`src/rtl/spec_fifo_pkg.sv`:
```
// Shared sizing helpers and control-priority encoding for the speculative
// checkpoint FIFO.
package spec_fifo_pkg;

  function automatic int calc_aw(input int depth);
    return $clog2(depth);
  endfunction

  function automatic int calc_pw(input int depth);
    return $clog2(depth) + 1;
  endfunction

  function automatic int calc_cw(input int num_ckpt);
    return (num_ckpt <= 1) ? 1 : $clog2(num_ckpt);
  endfunction

  localparam int DEF_DEPTH    = 16;
  localparam int DEF_NUM_CKPT = 4;
  localparam int DEF_PW       = calc_pw(DEF_DEPTH);

  typedef logic [DEF_PW-1:0] ptr_t;

  // Highest-priority request wins each cycle; lower ones are ignored.
  typedef enum logic [2:0] {
    CTL_NONE,
    CTL_MARK,
    CTL_ROLLBACK,
    CTL_REVERT,
    CTL_COMMIT
  } ctl_e;

endpackage

```
`src/rtl/spec_fifo_ckpt_if.sv`:
```
// Producer/consumer bundle of the speculative FIFO; master drives requests,
// slave is the FIFO itself.
interface spec_fifo_ckpt_if
  import spec_fifo_pkg::*;
#(
  parameter int WIDTH    = 8,
  parameter int DEPTH    = 16,
  parameter int NUM_CKPT = 4
);
  localparam int PW = calc_pw(DEPTH);
  localparam int CW = calc_cw(NUM_CKPT);

  logic             ready_in;
  logic             valid_in;
  logic [WIDTH-1:0] data_in;
  logic             mark;
  logic             mark_ready;
  logic [CW-1:0]    mark_id;
  logic             rollback;
  logic [CW-1:0]    rollback_id;
  logic             revert;
  logic             commit;
  logic             ready_out;
  logic             valid_out;
  logic [WIDTH-1:0] data_out;
  logic [PW-1:0]    commit_count;
  logic [PW-1:0]    spec_count;
  logic [CW:0]      ckpt_count;

  modport master (
    input  ready_in, mark_ready, mark_id, valid_out, data_out,
           commit_count, spec_count, ckpt_count,
    output valid_in, data_in, mark, rollback, rollback_id, revert, commit,
           ready_out
  );

  modport slave (
    output ready_in, mark_ready, mark_id, valid_out, data_out,
           commit_count, spec_count, ckpt_count,
    input  valid_in, data_in, mark, rollback, rollback_id, revert, commit,
           ready_out
  );

endinterface

```
`src/rtl/spec_fifo_ckpt_ckpt_stack.sv`:
```
// LIFO of saved speculative write pointers with push, truncate-to-id and
// clear; any entry can be read by id for rollback.
module ckpt_stack #(
  parameter int NUM_CKPT = 4,
  parameter int PW       = 5,
  parameter int CW       = 2
) (
  input  logic          clk,
  input  logic          reset,
  input  logic          push,
  input  logic [PW-1:0] push_ptr,
  input  logic          truncate,
  input  logic [CW-1:0] trunc_id,
  input  logic          clear,
  input  logic [CW-1:0] rd_id,
  output logic [PW-1:0] sel_ptr,
  output logic [CW:0]   count,
  output logic          full
);
  localparam logic [CW:0] MAX_CNT = (CW+1)'(NUM_CKPT);

  logic [PW-1:0] stack [NUM_CKPT];
  logic [CW:0]   cnt;
  logic          trunc_ok;

  assign count    = cnt;
  assign full     = (cnt == MAX_CNT);
  assign sel_ptr  = stack[rd_id];
  assign trunc_ok = ({1'b0, trunc_id} < cnt);

  always_ff @(posedge clk) begin
    if (push && !full)
      stack[cnt[CW-1:0]] <= push_ptr;
  end

  // Operations are mutually exclusive from the caller; clear dominates anyway.
  always_ff @(posedge clk) begin
    if (reset)
      cnt <= '0;
    else if (clear)
      cnt <= '0;
    else if (truncate && trunc_ok)
      cnt <= {1'b0, trunc_id};
    else if (push && !full)
      cnt <= cnt + 1'b1;
  end

endmodule

```
`src/rtl/spec_fifo_ckpt.sv`:
```
// Speculative FIFO: producer writes ahead of a commit point with nested
// checkpoints; the consumer only ever sees committed entries.
module spec_fifo_ckpt
  import spec_fifo_pkg::*;
#(
  parameter int WIDTH    = 8,
  parameter int DEPTH    = 16,
  parameter int NUM_CKPT = 4
) (
  input logic             clk,
  input logic             reset,
  spec_fifo_ckpt_if.slave bus
);
  localparam int AW = calc_aw(DEPTH);
  localparam int PW = calc_pw(DEPTH);
  localparam int CW = calc_cw(NUM_CKPT);
  localparam logic [PW-1:0] FULL_LVL = PW'(DEPTH);

  logic [WIDTH-1:0] mem [DEPTH];
  logic [PW-1:0]    rd_ptr;
  logic [PW-1:0]    wr_ptr;
  logic [PW-1:0]    spec_wr_ptr;
  logic [PW-1:0]    spec_cnt;
  logic [PW-1:0]    commit_cnt;
  logic [PW-1:0]    ckpt_ptr;
  logic [PW-1:0]    spec_next;
  logic [CW:0]      ckpt_cnt;
  logic             ckpt_full;
  logic             write;
  logic             read;
  logic             rb_legal;
  ctl_e             ctl;

  assign spec_cnt   = spec_wr_ptr - rd_ptr;
  assign commit_cnt = wr_ptr - rd_ptr;
  assign write      = bus.valid_in & bus.ready_in;
  assign read       = bus.ready_out & bus.valid_out;
  assign rb_legal   = ({1'b0, bus.rollback_id} < ckpt_cnt);
  assign spec_next  = spec_wr_ptr + {{(PW-1){1'b0}}, write};

  assign bus.ready_in     = (spec_cnt != FULL_LVL);
  assign bus.valid_out    = (commit_cnt != '0);
  assign bus.data_out     = mem[rd_ptr[AW-1:0]];
  assign bus.commit_count = commit_cnt;
  assign bus.spec_count   = spec_cnt;
  assign bus.ckpt_count   = ckpt_cnt;
  assign bus.mark_ready   = !ckpt_full;
  assign bus.mark_id      = ckpt_cnt[CW-1:0];

  always_comb begin
    ctl = CTL_NONE;
    if (bus.commit)
      ctl = CTL_COMMIT;
    else if (bus.revert)
      ctl = CTL_REVERT;
    else if (bus.rollback && rb_legal)
      ctl = CTL_ROLLBACK;
    else if (bus.mark && !ckpt_full)
      ctl = CTL_MARK;
  end

  ckpt_stack #(
    .NUM_CKPT (NUM_CKPT),
    .PW       (PW),
    .CW       (CW)
  ) u_ckpt_stack (
    .clk      (clk),
    .reset    (reset),
    .push     (ctl == CTL_MARK),
    .push_ptr (spec_wr_ptr),
    .truncate (ctl == CTL_ROLLBACK),
    .trunc_id (bus.rollback_id),
    .clear    ((ctl == CTL_COMMIT) || (ctl == CTL_REVERT)),
    .rd_id    (bus.rollback_id),
    .sel_ptr  (ckpt_ptr),
    .count    (ckpt_cnt),
    .full     (ckpt_full)
  );

  // A discarded write may still land in memory: the slot is beyond every
  // committed entry, so nothing visible is disturbed.
  always_ff @(posedge clk) begin
    if (write)
      mem[spec_wr_ptr[AW-1:0]] <= bus.data_in;
  end

  always_ff @(posedge clk) begin
    if (reset) begin
      rd_ptr      <= '0;
      wr_ptr      <= '0;
      spec_wr_ptr <= '0;
    end else begin
      if (read)
        rd_ptr <= rd_ptr + 1'b1;
      case (ctl)
        CTL_COMMIT: begin
          wr_ptr      <= spec_next;
          spec_wr_ptr <= spec_next;
        end
        CTL_REVERT:   spec_wr_ptr <= wr_ptr;
        CTL_ROLLBACK: spec_wr_ptr <= ckpt_ptr;
        default:      spec_wr_ptr <= spec_next;
      endcase
    end
  end

  always @(posedge clk) begin
    if (!reset) begin
      if (bus.rollback && !bus.commit && !bus.revert)
        assert (rb_legal)
          else $warning("rollback_id %0d ignored, only %0d checkpoints held",
                        bus.rollback_id, ckpt_cnt);
      if (bus.mark && !bus.commit && !bus.revert && !(bus.rollback && rb_legal))
        assert (!ckpt_full)
          else $warning("mark dropped, checkpoint stack full");
    end
  end

endmodule

```
`src/flat_wrapper.sv`:
```
// flat-port wrapper written by rule: the top's interface ports become plain ports
module spec_fifo_ckpt_flat import spec_fifo_pkg::*;
#(
  parameter int WIDTH    = 8,
  parameter int DEPTH    = 16,
  parameter int NUM_CKPT = 4
)
  (clk, reset, bus_ready_in, bus_mark_ready, bus_mark_id, bus_valid_out, bus_data_out, bus_commit_count, bus_spec_count, bus_ckpt_count, bus_valid_in, bus_data_in, bus_mark, bus_rollback, bus_rollback_id, bus_revert, bus_commit, bus_ready_out);
  spec_fifo_ckpt_if #(.WIDTH(WIDTH), .DEPTH(DEPTH), .NUM_CKPT(NUM_CKPT)) bus_i ();
  input logic clk;
  input logic reset;
  output wire logic [$bits(bus_i.ready_in)-1:0] bus_ready_in;
  output wire logic [$bits(bus_i.mark_ready)-1:0] bus_mark_ready;
  output wire logic [$bits(bus_i.mark_id)-1:0] bus_mark_id;
  output wire logic [$bits(bus_i.valid_out)-1:0] bus_valid_out;
  output wire logic [$bits(bus_i.data_out)-1:0] bus_data_out;
  output wire logic [$bits(bus_i.commit_count)-1:0] bus_commit_count;
  output wire logic [$bits(bus_i.spec_count)-1:0] bus_spec_count;
  output wire logic [$bits(bus_i.ckpt_count)-1:0] bus_ckpt_count;
  input wire logic [$bits(bus_i.valid_in)-1:0] bus_valid_in;
  input wire logic [$bits(bus_i.data_in)-1:0] bus_data_in;
  input wire logic [$bits(bus_i.mark)-1:0] bus_mark;
  input wire logic [$bits(bus_i.rollback)-1:0] bus_rollback;
  input wire logic [$bits(bus_i.rollback_id)-1:0] bus_rollback_id;
  input wire logic [$bits(bus_i.revert)-1:0] bus_revert;
  input wire logic [$bits(bus_i.commit)-1:0] bus_commit;
  input wire logic [$bits(bus_i.ready_out)-1:0] bus_ready_out;
  assign bus_ready_in = bus_i.ready_in;
  assign bus_mark_ready = bus_i.mark_ready;
  assign bus_mark_id = bus_i.mark_id;
  assign bus_valid_out = bus_i.valid_out;
  assign bus_data_out = bus_i.data_out;
  assign bus_commit_count = bus_i.commit_count;
  assign bus_spec_count = bus_i.spec_count;
  assign bus_ckpt_count = bus_i.ckpt_count;
  assign bus_i.valid_in = bus_valid_in;
  assign bus_i.data_in = bus_data_in;
  assign bus_i.mark = bus_mark;
  assign bus_i.rollback = bus_rollback;
  assign bus_i.rollback_id = bus_rollback_id;
  assign bus_i.revert = bus_revert;
  assign bus_i.commit = bus_commit;
  assign bus_i.ready_out = bus_ready_out;
  spec_fifo_ckpt #(.WIDTH(WIDTH), .DEPTH(DEPTH), .NUM_CKPT(NUM_CKPT)) u_core (.clk(clk), .reset(reset), .bus(bus_i));
endmodule
```
`config.mk`:
```
export PLATFORM = sky130hd
export DESIGN_NAME = spec_fifo_ckpt_flat
export DESIGN_NICKNAME = d
export VERILOG_FILES = /design/src/rtl/spec_fifo_pkg.sv /design/src/rtl/spec_fifo_ckpt_if.sv /design/src/rtl/spec_fifo_ckpt_ckpt_stack.sv /design/src/rtl/spec_fifo_ckpt.sv /design/src/flat_wrapper.sv
export SDC_FILE = /design/constraint.sdc
export NUM_CORES = 1
export LEC_CHECK = 0
export ABC_AREA = 1
export CORE_AREA = 3 3 142 144
export DETAILED_ROUTE_END_ITERATION = 10
export DIE_AREA = 0 0 145 147
export GPL_TIMING_DRIVEN = 0
export PLACE_DENSITY = 0.53
export SYNTH_ARGS = -nofsm -noshare
export SYNTH_HDL_FRONTEND = slang
export SYNTH_SLANG_ARGS = --single-unit
```
`constraint.sdc`:
```
create_clock -name clk -period 3.4 [get_ports clk]
set_input_delay 0.68 -clock clk [delete_from_list [all_inputs] [get_ports clk]]
set_output_delay 0.68 -clock clk [all_outputs]
set_load 0.05 [all_outputs]
```
# Yosys cells after proc, flatten, opt, wreduce, memory -nomap -nowiden
# Memory sizes are Yosys's and may differ from the RTL's. A register that Yosys moved wholly into a read port is not among the register bits.
# Index checks and enable logic that the tools add are counted.
# word_totals
reg_bits	18
latch_bits	0
ram_bits	148
romBits	0
input_bits	18
elab_cells	44
n_memories	2
# classes
add_sub_neg	5
mul	0
div	0
n_lt_le_gt_ge	1
n_eq_ne	6
shift	0
mux	13
bitwise	2
n_reduce_logical	10
# memory_table
memory	words	word_bits	read_ports	rd_clocked_by_memory_dff	write_ports	line_no	rtl
u_core.mem	16	8	1	1	1	spec_fifo_ckpt.sv:19	logic [WIDTH-1:0] mem [DEPTH];
u_core.u_ckpt_stack.stack	4	5	1	0	1	spec_fifo_ckpt_ckpt_stack.sv:22	logic [PW-1:0] stack [NUM_CKPT];
# ops
op	count
$pmux W5 S2	1
$sub A5 B5 Y5	2
$mux W3	3
$mux W4	2
$eq A3 B2 Y1 const B	2
$eq A3 B3 Y1 const B	2
$add A5 B1 Y5	1
$add A5 B1 Y5 const B	1
$mux W1	5
$ne A5 B5 Y1 const B	1
$reduce_bool A5 Y1	1
$logic_and A1 B1 Y1	4
$mux W2	2
$add A3 B1 Y3 const B	1
$eq A3 B1 Y1 const B	1
$lt A2 B3 Y1	1
$reduce_or A3 Y1	1
$and A1 B1 Y1	2
$reduce_bool A2 Y1	1
$reduce_or A2 Y1	1
$logic_not A1 Y1	1
$logic_or A1 B1 Y1	1

# Logic depth before layout (Yosys ltp)
# Gate-level depths: netlist of run 1.
# logic_depth
ltp_word	11
ltp_mapped	15
ltp_nobuf	14

# Modules after synthesis
# From an unflattened synthesis of run 1, not the netlist that was laid out.
# unflattened
hier_cells	670
area_unflattened_um2	7427.1
# modules_own_cells
module	instances	cells_per_inst	area_each_um2	seq_area_each_um2
spec_fifo_ckpt	1	571	6372.4	4224.1
ckpt_stack	1	99	1054.8	660.6

# Worst setup path before layout of run 1
# No wires, ideal clock.
# synth_path
kind	reg-to-reg
from	reg u_core.spec_wr_ptr[0]
to	reg u_core.wr_ptr[2]
t_arrival_ns	3.858
required_time_ns	3.285
path_slack_ns	-0.573
stages_incl_launch_ff	15
path_cell_list	dfxtp_1 -> inv_1 -> ha_1 -> fa_1 -> o21ai_2 -> xor2_1 -> nand3_2 -> nand2_4 -> buf_6 -> inv_1 -> ha_1 -> ha_1 -> xor2_1 -> o21ai_0 -> inv_1
# synth_between
elab_chain_cells	4
# synth_rtl
item	line_no	rtl
start, declared	spec_fifo_ckpt.sv:22	logic [PW-1:0] spec_wr_ptr;
start signal, assigned	spec_fifo_ckpt.sv:98	spec_wr_ptr <= spec_next;
start signal, assigned	spec_fifo_ckpt.sv:100	CTL_REVERT: spec_wr_ptr <= wr_ptr;
start signal, assigned	spec_fifo_ckpt.sv:101	CTL_ROLLBACK: spec_wr_ptr <= ckpt_ptr;
$sub A5 B5 Y5	spec_fifo_ckpt.sv:34	assign spec_cnt = spec_wr_ptr - rd_ptr;
via bus_spec_count[4]	flat_wrapper.sv:18	output wire logic [$bits(bus_i.spec_count)-1:0] bus_spec_count;
$ne A5 B5 Y1	spec_fifo_ckpt.sv:41	assign bus.ready_in = (spec_cnt != FULL_LVL);
via bus_ready_in	flat_wrapper.sv:12	output wire logic [$bits(bus_i.ready_in)-1:0] bus_ready_in;
$and A1 B1 Y1	spec_fifo_ckpt.sv:36	assign write = bus.valid_in & bus.ready_in;
$add A5 B1 Y5	spec_fifo_ckpt.sv:39	assign spec_next = spec_wr_ptr + {{(PW-1){1'b0}}, write};
end signal, assigned	spec_fifo_ckpt.sv:97	wr_ptr <= spec_next;
end, declared	spec_fifo_ckpt.sv:21	logic [PW-1:0] wr_ptr;
# The timed path passes the listed nets, and every way through them passes these cells.
# A chain may end at the register's enable or synchronous reset.

# Worst setup path in the final report of run 1
# layout_path
from	reg u_core.spec_wr_ptr[0]
to	out bus_spec_count[1]
# layout_between
elab_chain_cells	1
# layout_rtl
item	line_no
$sub A5 B5 Y5	spec_fifo_ckpt.sv:34
end, declared	flat_wrapper.sv:18
# No other way between the ends.

==> metrics, run 1 <==
MaxCap Viol Count 0; largest net degree at the start of global routing 17; RSZ-0062 raised after global routing no; area of the mapped netlist ~7400 um2; Post-synth ARST share 0; core area approximately 19000 um2; drt pass-1 iters 5; wire length per cell a little under 20 um; GPL Wtd Cong roughly 0.85; Worst EP required between 2 and 3 ns; Post-DP HPWL 13.5 mm; Final Max Tran Viols 0; die width approximately 150 um; Worst Max-Slew Pin Slew about 1.1 ns; worst hold margin roughly 0.52 ns; M1 wire length between 8 and 9 mm; I/O Pins 44; CP Class register to primary output; Clock Tree Buf Depth 2; P&R area growth vs syn 18.5%; hold buffers post-CTS 0; met3 wire length about 780 um; final global-route overflow total 0; row count 50; Seq/Total Area, Yosys 0.663; yosys warns 0; fin crit share 0.961; number of CTS-inserted buffers 17; post-route clock skew 0.00996 ns; final hold violation count 0; flops & latches, synth 170; Worst-Skew Late Latency approximately 0.43 ns; Die Ht roughly 150 um; Initial Util 0.391; Antenna Nets Post-Route 0; vias per cell about 5; Leakage 0.00305 uW; aggregate negative setup slack 0 ns; Final Critical Period around 3.3 ns; Hold Path Class register to register; Crit path max-delay family buffers and inverters; Filler Cell Count ~1800; TritonCTS clock tree yes; top cells by area, synth edfxtp_1, nor2_1, o21ai_0; DP Area just over 8000 um2; Avg Synthesized Cell Area around 11 um2; CP max stage cell clkdlybuf4s50_1; setup violators final 0; ant diodes 0; Syn Inst Count around 670; worst slack, placed -0.0425 ns; commonest non-fill, non-tap cells in the layout nor2_1, edfxtp_1, o21ai_0; Buf/Inv on CP 3; total detailed-routing wirelength roughly 19 mm; share of post-route cells with drive strength above 1 0.0915; top sig layer met4; DRT iter0 DRCs between 400 and 500; total track usage 0.186; port bufs 43; Most common cell on crit path inv_1; post-synth top area share 0.604; PD cells roughly 600 nW/um2; CP max FO 9; nets@finish 766; CP Cell Sequence inv_1, ha_1, fa_1, inv_1, clkdlybuf4s50_1; Worst VDD drop ~0.4 mV; final worst setup slack roughly 0.13 ns; Critical Path AT between 2 and 3 ns; most common flop cell mapped by yosys edfxtp_1; global-route wire length before repair about 30 mm; Remaining DRCs 0; Post-CTS Setup Repair Bufs 0; Core Util, Final 0.463; clk sink count 170; leading area contributor after synthesis edfxtp_1; finished layout cell area ~8700 um2; status complete, no violations; H-tree level count 4; Post-synth EDFFs approximately 150; Clock transition at path regs roughly 0.070 ns; Syn Nets just over 700; endpoint type of the worst setup path primary output; crit start category register; Highest Clock Rate 306 MHz; initial antenna violation count 0; Critical Path Max Stage Delay just over 0.8 ns; Yosys cell types 29; CTS root buf clkbuf_16; met2 WL 9.65 mm; via count approximately 5000; vias in the first global route approximately 5300; Worst slew margin 0.242; Die Area 21300 um2; cts repair resizes 19
-- final cells by class --
type | instances | area [um2] | share of cell area
multi-input combinational | 423 | 2210 | 0.253
inverter | 44 | 165 | 0.0189
sequential | 170 | 4890 | 0.560
clock inverter | 10 | 67.6 | 0.00774
clock buffer | 22 | 539 | 0.0618
tap | 260 | 325 | 0.0373
timing repair buffer | 43 | 385 | 0.0442
buffer | 31 | 151 | 0.0173
-- flip-flops by register name, indices dropped and copies added (netlist names), named ones only --
signal                     cells
u_core.mem                   128
u_core.rd_ptr                  5
u_core.spec_wr_ptr             5
u_core.u_ckpt_stack.count      3
u_core.u_ckpt_stack.stack     20
u_core.wr_ptr                  5
-- tightest hold or removal path, stage by stage (launching register included) --
cell	delay, ns
dfxtp_1	0.33
nand2_1	0.07
a21oi_1	0.07
-- synthesized netlist by cell type, types with 6 or more instances --
master	count
a21oi_1	18
buf_2	8
clkbuf_1	16
dfxtp_1	22
edfxtp_1	148
ha_1	16
inv_1	43
nand2_1	62
nand3_1	22
nor2_1	148
o211ai_1	32
o21ai_0	95
xor2_1	6
-- metal layers --
layer,vias to the layer above,track usage
met5,-,0
met4,0,0.0831
met3,36,0.0376
li1,2470,-
met2,142,0.318
met1,2484,0.231
-- power breakdown --
part           internal, uW  switching [uW]  leakage [uW]
registers              2320            32.9       0.00152
clock network          1140             822      0.000309
logic                   271             706       0.00122
total                  3730            1560       0.00305
-- logic make-up after synthesis --
kind of cell               Yosys count  synth area share
and+or+nand+nor                    240             0.131
AOI/OAI and AO/OA                  154             0.118
adders and majority gates           18            0.0326
buffers and inverters               75            0.0421
xor gates and xnor gates            11            0.0131
DFF                                170             0.663
-- stage by stage --
step / power (uW) / cells
floorplan: 3040 / 668
global placement: 3410 / 971
detailed placement: 3420 / 971
CTS: 5320 / 1003
global route: 5500 / 1003
finish: 5290 / 1003
-- path summary, 6_finish.rpt --
check	startpoint	endpoint	slack, ns	depth (start not counted)
max	u_core.spec_wr_ptr[0]$_SDFF_PP0_	bus_spec_count[1]	0.13	5
min	u_core.rd_ptr[3]$_SDFFE_PP0N_	u_core.rd_ptr[3]$_SDFFE_PP0N_	0.52	2
max reg2reg	u_core.spec_wr_ptr[0]$_SDFF_PP0_	u_core.mem[6][4]$_DFFE_PP_	0.26	9
min reg2reg	u_core.rd_ptr[3]$_SDFFE_PP0N_	u_core.rd_ptr[3]$_SDFFE_PP0N_	0.52	2
Note: power is estimated with default switching activity, not from simulation.
==> run 2, diff against run 1 <==
--- a/config.mk
+++ b/config.mk
@@ -5,12 +5,13 @@
 export SDC_FILE = /design/constraint.sdc
 export NUM_CORES = 1
 export LEC_CHECK = 0
-export ABC_AREA = 1
-export CORE_AREA = 3 3 142 144
+export ABC_AREA = 0
+export CORE_AREA = 3 3 124 126
 export DETAILED_ROUTE_END_ITERATION = 10
-export DIE_AREA = 0 0 145 147
+export DIE_AREA = 0 0 127 129
 export GPL_TIMING_DRIVEN = 0
-export PLACE_DENSITY = 0.53
+export PLACE_DENSITY = 0.65
 export SYNTH_ARGS = -nofsm -noshare
 export SYNTH_HDL_FRONTEND = slang
 export SYNTH_SLANG_ARGS = --single-unit
+export TNS_END_PERCENT = 50
==> run 2 against run 1 <==
The flow now finishes with violations (setup timing). Clock power down 5%. Global-route usage up 0.72 points. Critical path type unchanged. Combinational power up 110%. Flip-flop and latch count unchanged. Design area up 0.33%.
==> metrics, run 2 <==
Yosys cell types 38 (+31%); largest net degree at the start of global routing 17 (unchanged); xor and xnor area share after synthesis 0.0171 (+0.00406); Synth Area in Simple Gates 0.0614 (-0.0691); final worst setup slack -0.140 ns (-0.273 ns); total detailed-routing wirelength 14.6 mm (-25%); Critical Path AT 2.86 ns (+0.27 ns); Worst VDD drop 0.775 mV (+90%); commonest non-fill, non-tap cell in the layout edfxtp_1; most common cell in the netlist edfxtp_1; Critical Path Max Stage Delay 0.59 ns (-0.23 ns); Antenna Nets Post-Route 0 (unchanged); share of post-route cells with drive strength above 1 0.304 (+0.213); Largest register FFs 128 (unchanged); commonest non-fill, non-tap cells in the layout edfxtp_1, mux4_2, clkdlybuf4s50_1; Synth Area in Compound Gates 0.0257 (-0.0924); final hold violation count 0 (unchanged); Clock Tree Buf Depth 2 (unchanged); Synth Area in Adders 0.0336 (+0.000959); worst slack, placed -0.763 ns (-0.721 ns); nets@finish 516 (-33%); Worst slew margin 0.471 (+0.229); Die Ht 129 um (-12%); Clock transition at path regs 0.06 ns (about the same); H-tree level count 4 (unchanged); drt pass-1 iters 5 (unchanged); PD cells 720 nW/um2 (+19%); Filler Cell Count 1090 (-38%); wire length per cell 21.5 um (+12%); total track usage 0.194 (+0.00718); leading area contributor after synthesis edfxtp_1; P&R area growth vs syn 22.4%; Worst Max-Slew Pin Slew 0.787 ns (-0.346 ns); Syn Inst Count 406 (-39%); mux contribution to synthesized area 0.152 (+0.152); Post-DP HPWL 10.1 mm (-25%); Initial Util 0.496 (+0.105); CP Class register to primary output; CP max FO 9 (unchanged); vias in the first global route 3931 (-26%); Die Area 16400 um2 (-23%); Core Util, Final 0.607 (+0.144); main combinational cell family by area after synthesis multiplexers; Avg Synthesized Cell Area 17.6 um2 (+60%); final global-route overflow total 0 (unchanged); Commonest cells post-synth edfxtp_1, mux4_2, dfxtp_1; register-to-register setup slack 0.05 ns (-0.21 ns); CP max stage cell fa_1; vias per cell 5.62 (+9.8%); flops & latches, synth 170 (unchanged); Final Max Tran Viols 0 (unchanged); post-route clock skew 0.00564 ns (-0.00431 ns); ant diodes 0 (unchanged); MaxCap Viol Count 0 (unchanged); Syn Nets 442 (-37%); Seq/Total Area, Yosys 0.683 (+0.0195); Worst-Skew Late Latency 0.42 ns (about the same); via count 3805 (-26%); TritonCTS clock tree yes; top cells by area, synth edfxtp_1, mux4_2, dfxtp_1; Worst EP required 2.72 ns (about the same); area of the mapped netlist 7150 um2 (-2.9%); CP Cell Sequence clkbuf_16, clkinvlp_4, ha_2, fa_1, clkinvlp_4, or3_4, or3_4, buf_6; RSZ-0062 raised after global routing yes; initial antenna violation count 0 (unchanged); endpoint type of the worst setup path primary output; port bufs 41 (-4.7%); Final Critical Period 3.54 ns (+0.273 ns); DRT iter0 DRCs 285 (-34%); status finished with violations; Leakage 0.00296 uW (-3.0%); I/O Pins 44 (unchanged); Post-synth EDFFs 148 (unchanged); Post-synth ARST share 0 (unchanged); yosys warns 0 (unchanged); crit start category register; failing checks setup timing; setup violators final 1 (+1); die width 127 um (-12%); hold buffers post-CTS 0 (unchanged); core area 14400 um2 (-23%); CTS root buf clkbuf_16; most common flop cell mapped by yosys edfxtp_1; fin crit share 1.04 (+0.0802); GPL Wtd Cong 0.789 (-7.4%); clk sink count 170 (unchanged); Highest Clock Rate 282 MHz (-7.7%); global-route wire length before repair 23.2 mm (-23%); row count 44 (-12%); post-synth top area share 0.621 (+0.0177); number of CTS-inserted buffers 17 (unchanged); Remaining DRCs 0 (unchanged); Hold Path Class register to register
run 2: cell count changes after synthesis, sizes merged, moves of 7 or more:
cell,before,now
o211ai,32,0
inv,44,21
o21ai,98,3
nand3,24,5
mux4,0,45
nand2,63,11
clkbuf,16,7
mux2i,0,7
nor2,148,19
nand2b,0,9
nor4,0,8
or3,0,8
nor3,2,14
run 2: cells by family after synthesis:
kind of cell	Yosys count
simple gates	84
compound gates	25
buf+inv	43
fa+ha+maj	18
xor+xnor	14
mux	52
flops	170
run 2: worst max-delay path: cells and delay by family (launching register included):
kind,cells,cell delay (ns)
adder cells (fa/ha/maj),2,0.78
AND/OR/NAND/NOR,2,0.77
buffers and inverters,4,0.51
flip-flops,1,0.37
run 2: final timing paths:
path | cells past startpoint | to | startpoint
worst max-delay path | 8 | bus_ready_in | u_core.spec_wr_ptr[0]$_SDFF_PP0_
worst min-delay path | 2 | u_core.wr_ptr[0]$_SDFFE_PP0N_ | u_core.wr_ptr[0]$_SDFFE_PP0N_
worst max register to register | 12 | u_core.mem[8][3]$_DFFE_PP_ | u_core.spec_wr_ptr[0]$_SDFF_PP0_
worst min register to register | 2 | u_core.wr_ptr[0]$_SDFFE_PP0N_ | u_core.wr_ptr[0]$_SDFFE_PP0N_
run 2: final cells by class:
| class | instances | area [um2] | area share |
|---|---|---|---|
| Inverter | 21 | 86.3 | 0.00986 |
| Tap cell | 184 | 230 | 0.0263 |
| Buffer | 22 | 158 | 0.0180 |
| Clock buffer | 18 | 429 | 0.0490 |
| Sequential cell | 170 | 4890 | 0.558 |
| Clock inverter | 14 | 150 | 0.0171 |
| Timing Repair Buffer | 55 | 515 | 0.0589 |
| Multi-Input combinational cell | 193 | 2300 | 0.262 |
run 2: layer usage:
layer  part of all wire  track usage
met3              0.043       0.0411
met5                  0            0
met4              0.017       0.0738
met1               0.42        0.254
met2               0.52        0.322
run 2: stage by stage:
stage | TNS (ns) | total power, uW | hold WS (ns) | area (um2) | std cells
after floorplan | -11.23 | 3860 | 0.460 | 7200 | 406
after global placement | -84.29 | 4440 | 0.479 | 7840 | 631
after detailed placement | -41.59 | 4470 | 0.487 | 7960 | 639
after CTS | -0.235 | 6310 | 0.502 | 8610 | 673
after global routing | -1.15 | 6580 | 0.556 | 8760 | 677
final | -0.140 | 6310 | 0.498 | 8760 | 677
run 2: repair_timing:
| action | CTS | global route |
|---|---|---|
| gates resized for setup | 48 | 19 |
| cloned | 0 | 0 |
| endpoints found under the setup margin | 142 | 73 |
| setup buffers | 2 | 4 |
| pin swaps | 2 | 2 |
run 2: report_power, final:
part,switching (uW),internal (uW),total [uW]
sequential,58.0,2360,2410
combinational,1250,781,2030
clock,778,1080,1860
